<file path="src/rtl/mem_stage_ctrl_if.sv">
// Bundle between the memory stage and its neighbours: EX/MEM fields in, dcache handshake,
// MEM/WB fields and status out.
interface mem_stage_ctrl_if;
  logic        mm_RegWEN;
  logic [1:0]  mm_MemtoReg;
  logic        mm_dREN;
  logic        mm_dWEN;
  logic        mm_halt;
  logic [4:0]  mm_rd;
  logic [31:0] mm_ALUOut;
  logic [31:0] mm_store;
  logic [31:0] mm_npc;
  logic [31:0] mm_instr;
  logic        dhit;
  logic [31:0] dmemload;
  logic        dmemREN;
  logic        dmemWEN;
  logic [31:0] dmemaddr;
  logic [31:0] dmemstore;
  logic        mem_busy;
  logic        wb_RegWEN;
  logic [4:0]  wb_rd;
  logic [31:0] wb_wdat;
  logic [31:0] wb_instr;
  logic        halt;
  logic        mem_timeout;

  modport master (
    output mm_RegWEN, mm_MemtoReg, mm_dREN, mm_dWEN, mm_halt, mm_rd,
           mm_ALUOut, mm_store, mm_npc, mm_instr, dhit, dmemload,
    input  dmemREN, dmemWEN, dmemaddr, dmemstore, mem_busy,
           wb_RegWEN, wb_rd, wb_wdat, wb_instr, halt, mem_timeout
  );

  modport slave (
    input  mm_RegWEN, mm_MemtoReg, mm_dREN, mm_dWEN, mm_halt, mm_rd,
           mm_ALUOut, mm_store, mm_npc, mm_instr, dhit, dmemload,
    output dmemREN, dmemWEN, dmemaddr, dmemstore, mem_busy,
           wb_RegWEN, wb_rd, wb_wdat, wb_instr, halt, mem_timeout
  );
endinterface

</file>
<file path="src/rtl/mem_stage_ctrl.sv">
// Memory stage + MEM/WB latch: registered dcache request held until dhit, stall, sticky halt.
// Optional request timeout is enabled by defining MEM_TIMEOUT_EN.
module mem_stage_ctrl #(
  parameter int TIMEOUT_CYCLES = 255
) (
  input logic            CLK,
  input logic            RST,
  mem_stage_ctrl_if.slave bus
);

  typedef enum logic {IDLE, REQ} state_t;

  state_t      state_reg;
  logic        ren_reg;
  logic        wen_reg;
  logic [31:0] addr_reg;
  logic [31:0] store_reg;
  logic [31:0] ldat_reg;
  logic        halt_reg;
  logic        wb_regwen_reg;
  logic [4:0]  wb_rd_reg;
  logic [31:0] wb_wdat_reg;
  logic [31:0] wb_instr_reg;

  logic        access;
  logic        expire;
  logic        busy;
  logic        wb_load;
  logic [31:0] load_data;
  logic [31:0] wdat_next;

  assign access = (bus.mm_dREN | bus.mm_dWEN) & ~halt_reg;

`ifdef MEM_TIMEOUT_EN
  logic [7:0] cnt_reg;
  logic       timeout_reg;

  // Expiry is taken in the REQ cycle whose miss would bring the count to TIMEOUT_CYCLES,
  // so the stalled instruction drains through WB in that same cycle.
  assign expire = (state_reg == REQ) & ~bus.dhit & (cnt_reg == 8'(TIMEOUT_CYCLES - 1));

  always_ff @(posedge CLK) begin
    if (RST) begin
      cnt_reg     <= '0;
      timeout_reg <= 1'b0;
    end else begin
      if (state_reg == IDLE && access)
        cnt_reg <= '0;
      else if (state_reg == REQ && !bus.dhit)
        cnt_reg <= cnt_reg + 8'd1;
      if (expire)
        timeout_reg <= 1'b1;
    end
  end

  assign bus.mem_timeout = timeout_reg;
`else
  assign expire          = 1'b0;
  assign bus.mem_timeout = 1'b0;
`endif

  always_comb begin
    busy = 1'b0;
    case (state_reg)
      IDLE:    busy = access;
      REQ:     busy = ~bus.dhit & ~expire;
      default: busy = 1'b0;
    endcase
  end

  assign wb_load = ~busy & ~halt_reg;

  // The dhit cycle forwards the fresh load data; ldat only covers later use of the same fields.
  assign load_data = (state_reg == REQ && bus.dhit) ? bus.dmemload : ldat_reg;

  always_comb begin
    wdat_next = bus.mm_ALUOut;
    case (bus.mm_MemtoReg)
      2'd1:    wdat_next = load_data;
      2'd2:    wdat_next = bus.mm_npc;
      default: wdat_next = bus.mm_ALUOut;
    endcase
  end

  always_ff @(posedge CLK) begin
    if (RST) begin
      state_reg     <= IDLE;
      ren_reg       <= 1'b0;
      wen_reg       <= 1'b0;
      addr_reg      <= '0;
      store_reg     <= '0;
      ldat_reg      <= '0;
      halt_reg      <= 1'b0;
      wb_regwen_reg <= 1'b0;
      wb_rd_reg     <= '0;
      wb_wdat_reg   <= '0;
      wb_instr_reg  <= '0;
    end else begin
      case (state_reg)
        IDLE: begin
          if (access) begin
            state_reg <= REQ;
            ren_reg   <= bus.mm_dREN & ~bus.mm_dWEN;
            wen_reg   <= bus.mm_dWEN;
            addr_reg  <= {bus.mm_ALUOut[31:2], 2'b00};
            store_reg <= bus.mm_store;
          end
        end
        REQ: begin
          if (bus.dhit || expire) begin
            state_reg <= IDLE;
            ren_reg   <= 1'b0;
            wen_reg   <= 1'b0;
            addr_reg  <= '0;
            store_reg <= '0;
          end
          if (bus.dhit)
            ldat_reg <= bus.dmemload;
        end
        default: state_reg <= IDLE;
      endcase

      if (bus.mm_halt && !busy)
        halt_reg <= 1'b1;

      // Holding keeps the fields but drops the write enable so a register is written once.
      if (wb_load) begin
        wb_regwen_reg <= bus.mm_RegWEN & ~expire;
        wb_rd_reg     <= bus.mm_rd;
        wb_wdat_reg   <= wdat_next;
        wb_instr_reg  <= bus.mm_instr;
      end else begin
        wb_regwen_reg <= 1'b0;
      end
    end
  end

  assign bus.dmemREN   = ren_reg;
  assign bus.dmemWEN   = wen_reg;
  assign bus.dmemaddr  = addr_reg;
  assign bus.dmemstore = store_reg;
  assign bus.mem_busy  = busy;
  assign bus.halt      = halt_reg;
  assign bus.wb_RegWEN = wb_regwen_reg;
  assign bus.wb_rd     = wb_rd_reg;
  assign bus.wb_wdat   = wb_wdat_reg;
  assign bus.wb_instr  = wb_instr_reg;

endmodule

</file>
<file path="src/flat_wrapper.sv">
// flat-port wrapper written by rule: the top's interface ports become plain ports
module mem_stage_ctrl_flat 
#(
  parameter int TIMEOUT_CYCLES = 255
)
  (CLK, RST, bus_mm_RegWEN, bus_mm_MemtoReg, bus_mm_dREN, bus_mm_dWEN, bus_mm_halt, bus_mm_rd, bus_mm_ALUOut, bus_mm_store, bus_mm_npc, bus_mm_instr, bus_dhit, bus_dmemload, bus_dmemREN, bus_dmemWEN, bus_dmemaddr, bus_dmemstore, bus_mem_busy, bus_wb_RegWEN, bus_wb_rd, bus_wb_wdat, bus_wb_instr, bus_halt, bus_mem_timeout);
  mem_stage_ctrl_if bus_i ();
  input logic CLK;
  input logic RST;
  input wire logic [$bits(bus_i.mm_RegWEN)-1:0] bus_mm_RegWEN;
  input wire logic [$bits(bus_i.mm_MemtoReg)-1:0] bus_mm_MemtoReg;
  input wire logic [$bits(bus_i.mm_dREN)-1:0] bus_mm_dREN;
  input wire logic [$bits(bus_i.mm_dWEN)-1:0] bus_mm_dWEN;
  input wire logic [$bits(bus_i.mm_halt)-1:0] bus_mm_halt;
  input wire logic [$bits(bus_i.mm_rd)-1:0] bus_mm_rd;
  input wire logic [$bits(bus_i.mm_ALUOut)-1:0] bus_mm_ALUOut;
  input wire logic [$bits(bus_i.mm_store)-1:0] bus_mm_store;
  input wire logic [$bits(bus_i.mm_npc)-1:0] bus_mm_npc;
  input wire logic [$bits(bus_i.mm_instr)-1:0] bus_mm_instr;
  input wire logic [$bits(bus_i.dhit)-1:0] bus_dhit;
  input wire logic [$bits(bus_i.dmemload)-1:0] bus_dmemload;
  output wire logic [$bits(bus_i.dmemREN)-1:0] bus_dmemREN;
  output wire logic [$bits(bus_i.dmemWEN)-1:0] bus_dmemWEN;
  output wire logic [$bits(bus_i.dmemaddr)-1:0] bus_dmemaddr;
  output wire logic [$bits(bus_i.dmemstore)-1:0] bus_dmemstore;
  output wire logic [$bits(bus_i.mem_busy)-1:0] bus_mem_busy;
  output wire logic [$bits(bus_i.wb_RegWEN)-1:0] bus_wb_RegWEN;
  output wire logic [$bits(bus_i.wb_rd)-1:0] bus_wb_rd;
  output wire logic [$bits(bus_i.wb_wdat)-1:0] bus_wb_wdat;
  output wire logic [$bits(bus_i.wb_instr)-1:0] bus_wb_instr;
  output wire logic [$bits(bus_i.halt)-1:0] bus_halt;
  output wire logic [$bits(bus_i.mem_timeout)-1:0] bus_mem_timeout;
  assign bus_i.mm_RegWEN = bus_mm_RegWEN;
  assign bus_i.mm_MemtoReg = bus_mm_MemtoReg;
  assign bus_i.mm_dREN = bus_mm_dREN;
  assign bus_i.mm_dWEN = bus_mm_dWEN;
  assign bus_i.mm_halt = bus_mm_halt;
  assign bus_i.mm_rd = bus_mm_rd;
  assign bus_i.mm_ALUOut = bus_mm_ALUOut;
  assign bus_i.mm_store = bus_mm_store;
  assign bus_i.mm_npc = bus_mm_npc;
  assign bus_i.mm_instr = bus_mm_instr;
  assign bus_i.dhit = bus_dhit;
  assign bus_i.dmemload = bus_dmemload;
  assign bus_dmemREN = bus_i.dmemREN;
  assign bus_dmemWEN = bus_i.dmemWEN;
  assign bus_dmemaddr = bus_i.dmemaddr;
  assign bus_dmemstore = bus_i.dmemstore;
  assign bus_mem_busy = bus_i.mem_busy;
  assign bus_wb_RegWEN = bus_i.wb_RegWEN;
  assign bus_wb_rd = bus_i.wb_rd;
  assign bus_wb_wdat = bus_i.wb_wdat;
  assign bus_wb_instr = bus_i.wb_instr;
  assign bus_halt = bus_i.halt;
  assign bus_mem_timeout = bus_i.mem_timeout;
  mem_stage_ctrl #(.TIMEOUT_CYCLES(TIMEOUT_CYCLES)) u_core (.CLK(CLK), .RST(RST), .bus(bus_i));
endmodule
</file>
<file path="config.mk">
export PLATFORM = sky130hd
export DESIGN_NAME = mem_stage_ctrl_flat
export DESIGN_NICKNAME = d
export VERILOG_FILES = /design/src/rtl/mem_stage_ctrl_if.sv /design/src/rtl/mem_stage_ctrl.sv /design/src/flat_wrapper.sv
export SDC_FILE = /design/constraint.sdc
export NUM_CORES = 1
export LEC_CHECK = 0
export CORE_MARGIN = 2
export CORE_UTILIZATION = 35
export CTS_CLUSTER_SIZE = 24
export DETAILED_ROUTE_END_ITERATION = 7
export MAX_ROUTING_LAYER = met4
export PLACE_DENSITY = 0.67
export SYNTH_ARGS = -nofsm -noshare
export SYNTH_HDL_FRONTEND = slang
export SYNTH_SLANG_ARGS = --single-unit
export TNS_END_PERCENT = 5
</file>
<file path="constraint.sdc">
create_clock -name CLK -period 1.9 [get_ports CLK]
set_input_delay 0.285 -clock CLK [delete_from_list [all_inputs] [get_ports CLK]]
set_output_delay 0.285 -clock CLK [all_outputs]
set_load 0.05 [all_outputs]
</file>
==> results by stage <==
Status:
- The flow ran to the end, and the final reports show no timing, DRC or antenna violations.

Worst setup path:
- STA puts the critical path data arrival time at 1590 ps.
- The critical setup path kind is flip-flop to output port.
- Along the worst path, the maximum fanout reaches 4.
- The kind of capture point of the worst setup path is an output port.
- In this run the register-to-register setup slack is 180 ps.
- STA puts the critical path data required time at 1620 ps.
- The element type at the critical path start is a flip-flop.

Route:
- The post-detailed-route DRC marker count is 0.
- In the final routed layout, each cell accounts on average for 19.8 µm.
- The final route contains 8412 vias.
- The count of antenna-violating nets left after detailed routing is 0.
- In this run, the number of DRC markers left after iteration 0 of detailed routing was 503.
- The iteration count of the initial detailed-routing pass is 5.
- In the routed layout, each cell is associated on average with a via count of 5.70.
- Summed over all layers, the routed wires come to 29.2 mm.

STA:
- The final setup violation count is 0.
- The total count of max-transition violations in the final report is 0.
- The final worst-path cycle share is 98.7%.
- Across the routed clock network, the largest skew measured is 13.4 ps.
- On the final layout, the worst hold slack is 361 ps.
- The relative slew slack is 32.4%.
- The worst path needs 1870 ps of the cycle, external delays included.
- Setup repair after global routing could not meet its margin everywhere.
- Static timing analysis puts the maximum clock frequency at 533 MHz.
- The transition time at the pin with the least slew margin is 1010 ps.
- The final hold violation count is 0.

Cells and area:
- The utilization after layout is 54.6%.
- The number of standard cells in the layout, taps in and fillers out is 1477.
- The final net count is 1358.
- The number of fill cells is 2033.
- After routing the design area is 12000 µm².
- The proportion of layout cells with a drive suffix above 1 is 11.2%.
- Summing all flip-flop and latch instances after layout gives 3360 µm².
- From synthesis to final layout, the design area changed by 52.7%.
- In the final layout, the multi-input gates occupy 3880 µm².

Floorplan:
- The die height is 154 µm.
- The die outline width is 154 µm.
- The core region is 21900 µm².
- The number of top-level pins is 313.
- The effective utilization at floorplan is 35.8%.
- The die covers 23600 µm².
- Row generation in the floorplan step produced 54 rows.

Place:
- The routability congestion estimate is 0.867.
- The cell total after placement is 1443.
- The HPWL after detailed placement is 19.2 mm.
- Buffers placed on the I/O ports in this run total 309.
- Summing all placed instances gives a cell area of 11200 µm².

Synth:
- The number of unique standard cell types used by synthesis is 26.
- The post-synthesis mux area share is 0%.
- After Yosys synthesis, full adders, half adders and majority gates account for 0.319% of the synthesized area.
- After Yosys synthesis, XOR and XNOR cells account for 0% of the synthesized area.
- After technology mapping, the gate count stands at 938.
- The compound-cell area share of the yosys netlist is 33.8%.
- Synthesis inferred 168 register bits.
- By area, the combinational part of the netlist is dominated by compound AO/OA/AOI/OAI gates.
- The warning count from the yosys run is 0.
- The sequential area share after synthesis is 42.9%.
- The mean post-synth cell area is 8.35 µm².
- Summing the areas of all and, or, nand and nor instances in the mapped netlist gives 14.5% of the synthesized area.
- The post-synthesis instance area is 7840 µm².

Clock network:
- The number of H-tree levels is 4.
- The tree built by TritonCTS fans out to 168 sinks.
- The maximum root-to-sink buffer count is 2.
- The number of buffers created by CTS is 17.
- The post-CTS setup buffer count is 0.
- The TritonCTS clock tree is built.
- The clock slew seen by the registers of the worst setup and hold paths is 70 ps.
- The cell at the root of the clock tree is clkbuf_16.
- The clock reaches the later pin of the worst-skew pair after 420 ps.

Global routing:
- The overall track demand over capacity in global routing is 24.2%.
- The number of antenna violations at the first check in global routing is 2.
- The first-pass GRT wire length is 44.6 mm.
- Entering global routing, the biggest net connects 102 pins.
- Summed over all layers, the global routing overflow is 0.
- The number of global-route vias before repair is 7873.

Power and ir drop:
- The post-route total power is 0.0106 W.
- The worst-case vdd ir drop is 0.000501 V.
- In this run the static leakage power is 5.05 nW.
- In this run the power density over the cells is 883 nW/µm².

Run:
- The tool flagged a number of max-cap violations equal to 0.

Hold path:
- In this run the worst hold path is classified as input pin to flip-flop.
==> through the flow <==
stage / setup TNS (ps) / setup WS, ps
2_1_floorplan: 0 / 89.6
3_3_place_gp: -7580 / -179
3_5_place_dp: -11070 / -232
4_1_cts: -13.8 / -13.8
5_1_grt: -40.6 / -34.5
6_report: 0 / 25.5
==> layout make-up <==
class | instances | share of cell area, %
Multi-Input combinational cell | 612 | 32.5
Timing Repair Buffer | 347 | 30.6
Sequential cell | 168 | 28.1
Clock buffer | 17 | 3.56
Tap cell | 280 | 2.93
Clock inverter | 15 | 1.18
Inverter | 36 | 1.13
Antenna cell | 2 | 0.0418
==> Yosys cell counts <==
| cell type | instances | area, µm² |
|---|---|---|
| dfxtp_1 | 168 | 3360 |
| nand3b_1 | 2 | 15.0 |
| nand2_1 | 98 | 368 |
| nand2b_1 | 1 | 6.26 |
| buf_6 | 4 | 45.0 |
| nor2_1 | 2 | 7.51 |
| and2_1 | 2 | 12.5 |
| or2_2 | 2 | 12.5 |
| nor3b_1 | 1 | 7.51 |
| a221oi_2 | 32 | 480 |
| a21oi_1 | 166 | 831 |
| nand3_1 | 99 | 495 |
| o21ai_0 | 1 | 5.00 |
| o21ai_1 | 1 | 5.00 |
| or4_1 | 1 | 7.51 |
| nand4_1 | 32 | 200 |
| a32o_1 | 32 | 320 |
| nor3_1 | 1 | 5.00 |
| ha_1 | 2 | 25.0 |
| inv_1 | 36 | 135 |
| conb_1 | 1 | 3.75 |
| o211ai_1 | 134 | 1010 |
| buf_2 | 11 | 55.1 |
| buf_1 | 18 | 67.6 |
| clkbuf_1 | 87 | 327 |
| buf_4 | 4 | 30.0 |
==> layout by cell type, fill, tap and decap left out, types with 3 or more instances in the layout <==
master / instances
clkinv_2: 3
nand2_1: 97
nand3_1: 99
inv_1: 36
dlygate4sd2_1: 14
a32o_1: 32
inv_6: 4
buf_4: 38
buf_12: 15
conb_1: 3
nand4_1: 32
clkbuf_16: 17
dfxtp_1: 167
clkdlybuf4s50_1: 218
a221oi_2: 32
dlymetal6s2s_1: 58
o211ai_1: 134
clkinvlp_4: 4
a21oi_1: 166
==> worst max-delay path: stages (launching register included) <==
cell     delay [ps]
dfxtp_2         340
buf_4           150
or2_2           350
o21ai_4         160
buf_8           170
==> layer usage <==
| layer | share of wire [%] | global-route usage, % | wire length [µm] |
|---|---|---|---|
| met1 | 42 | 30.5 | 12400 |
| met2 | 47 | 37.3 | 13800 |
| met3 | 7.2 | 6.65 | 2100 |
| met4 | 3.1 | 8.30 | 893 |
| met5 | 0 | - | 0 |
==> what timing repair did <==
| action | 4_1_cts | 5_1_grt |
|---|---|---|
| hold buffers | 0 | 0 |
| resized for setup | 16 | 60 |
| endpoints found under the hold margin | 0 | 0 |
| setup endpoints to repair | 15 | 59 |
==> path summary, 6_finish.rpt <==
check	end	from	cells past startpoint
setup / recovery	bus_mem_busy	u_core.state_reg	4
hold / removal	u_core.bus.dmemaddr[22]	RST	3
setup reg to reg	u_core.bus.wb_wdat[19]	u_core.state_reg	4
hold reg to reg	u_core.ldat_reg[0]	u_core.ldat_reg[0]	2
==> report_power, final <==
| part | internal (W) | switching (W) |
|---|---|---|
| clock network | 0.00183 | 0.00156 |
| registers | 0.00380 | 0.000147 |
| logic | 0.00117 | 0.00205 |
| total | 0.00681 | 0.00375 |
==> cells by family after synthesis <==
family                     Yosys count
and+or+nand+nor                    241
adders and majority gates            2
buffers and inverters              160
AOI/OAI and AO/OA                  366
DFF                                168
other                                1
(Power assumes the default switching activity.)
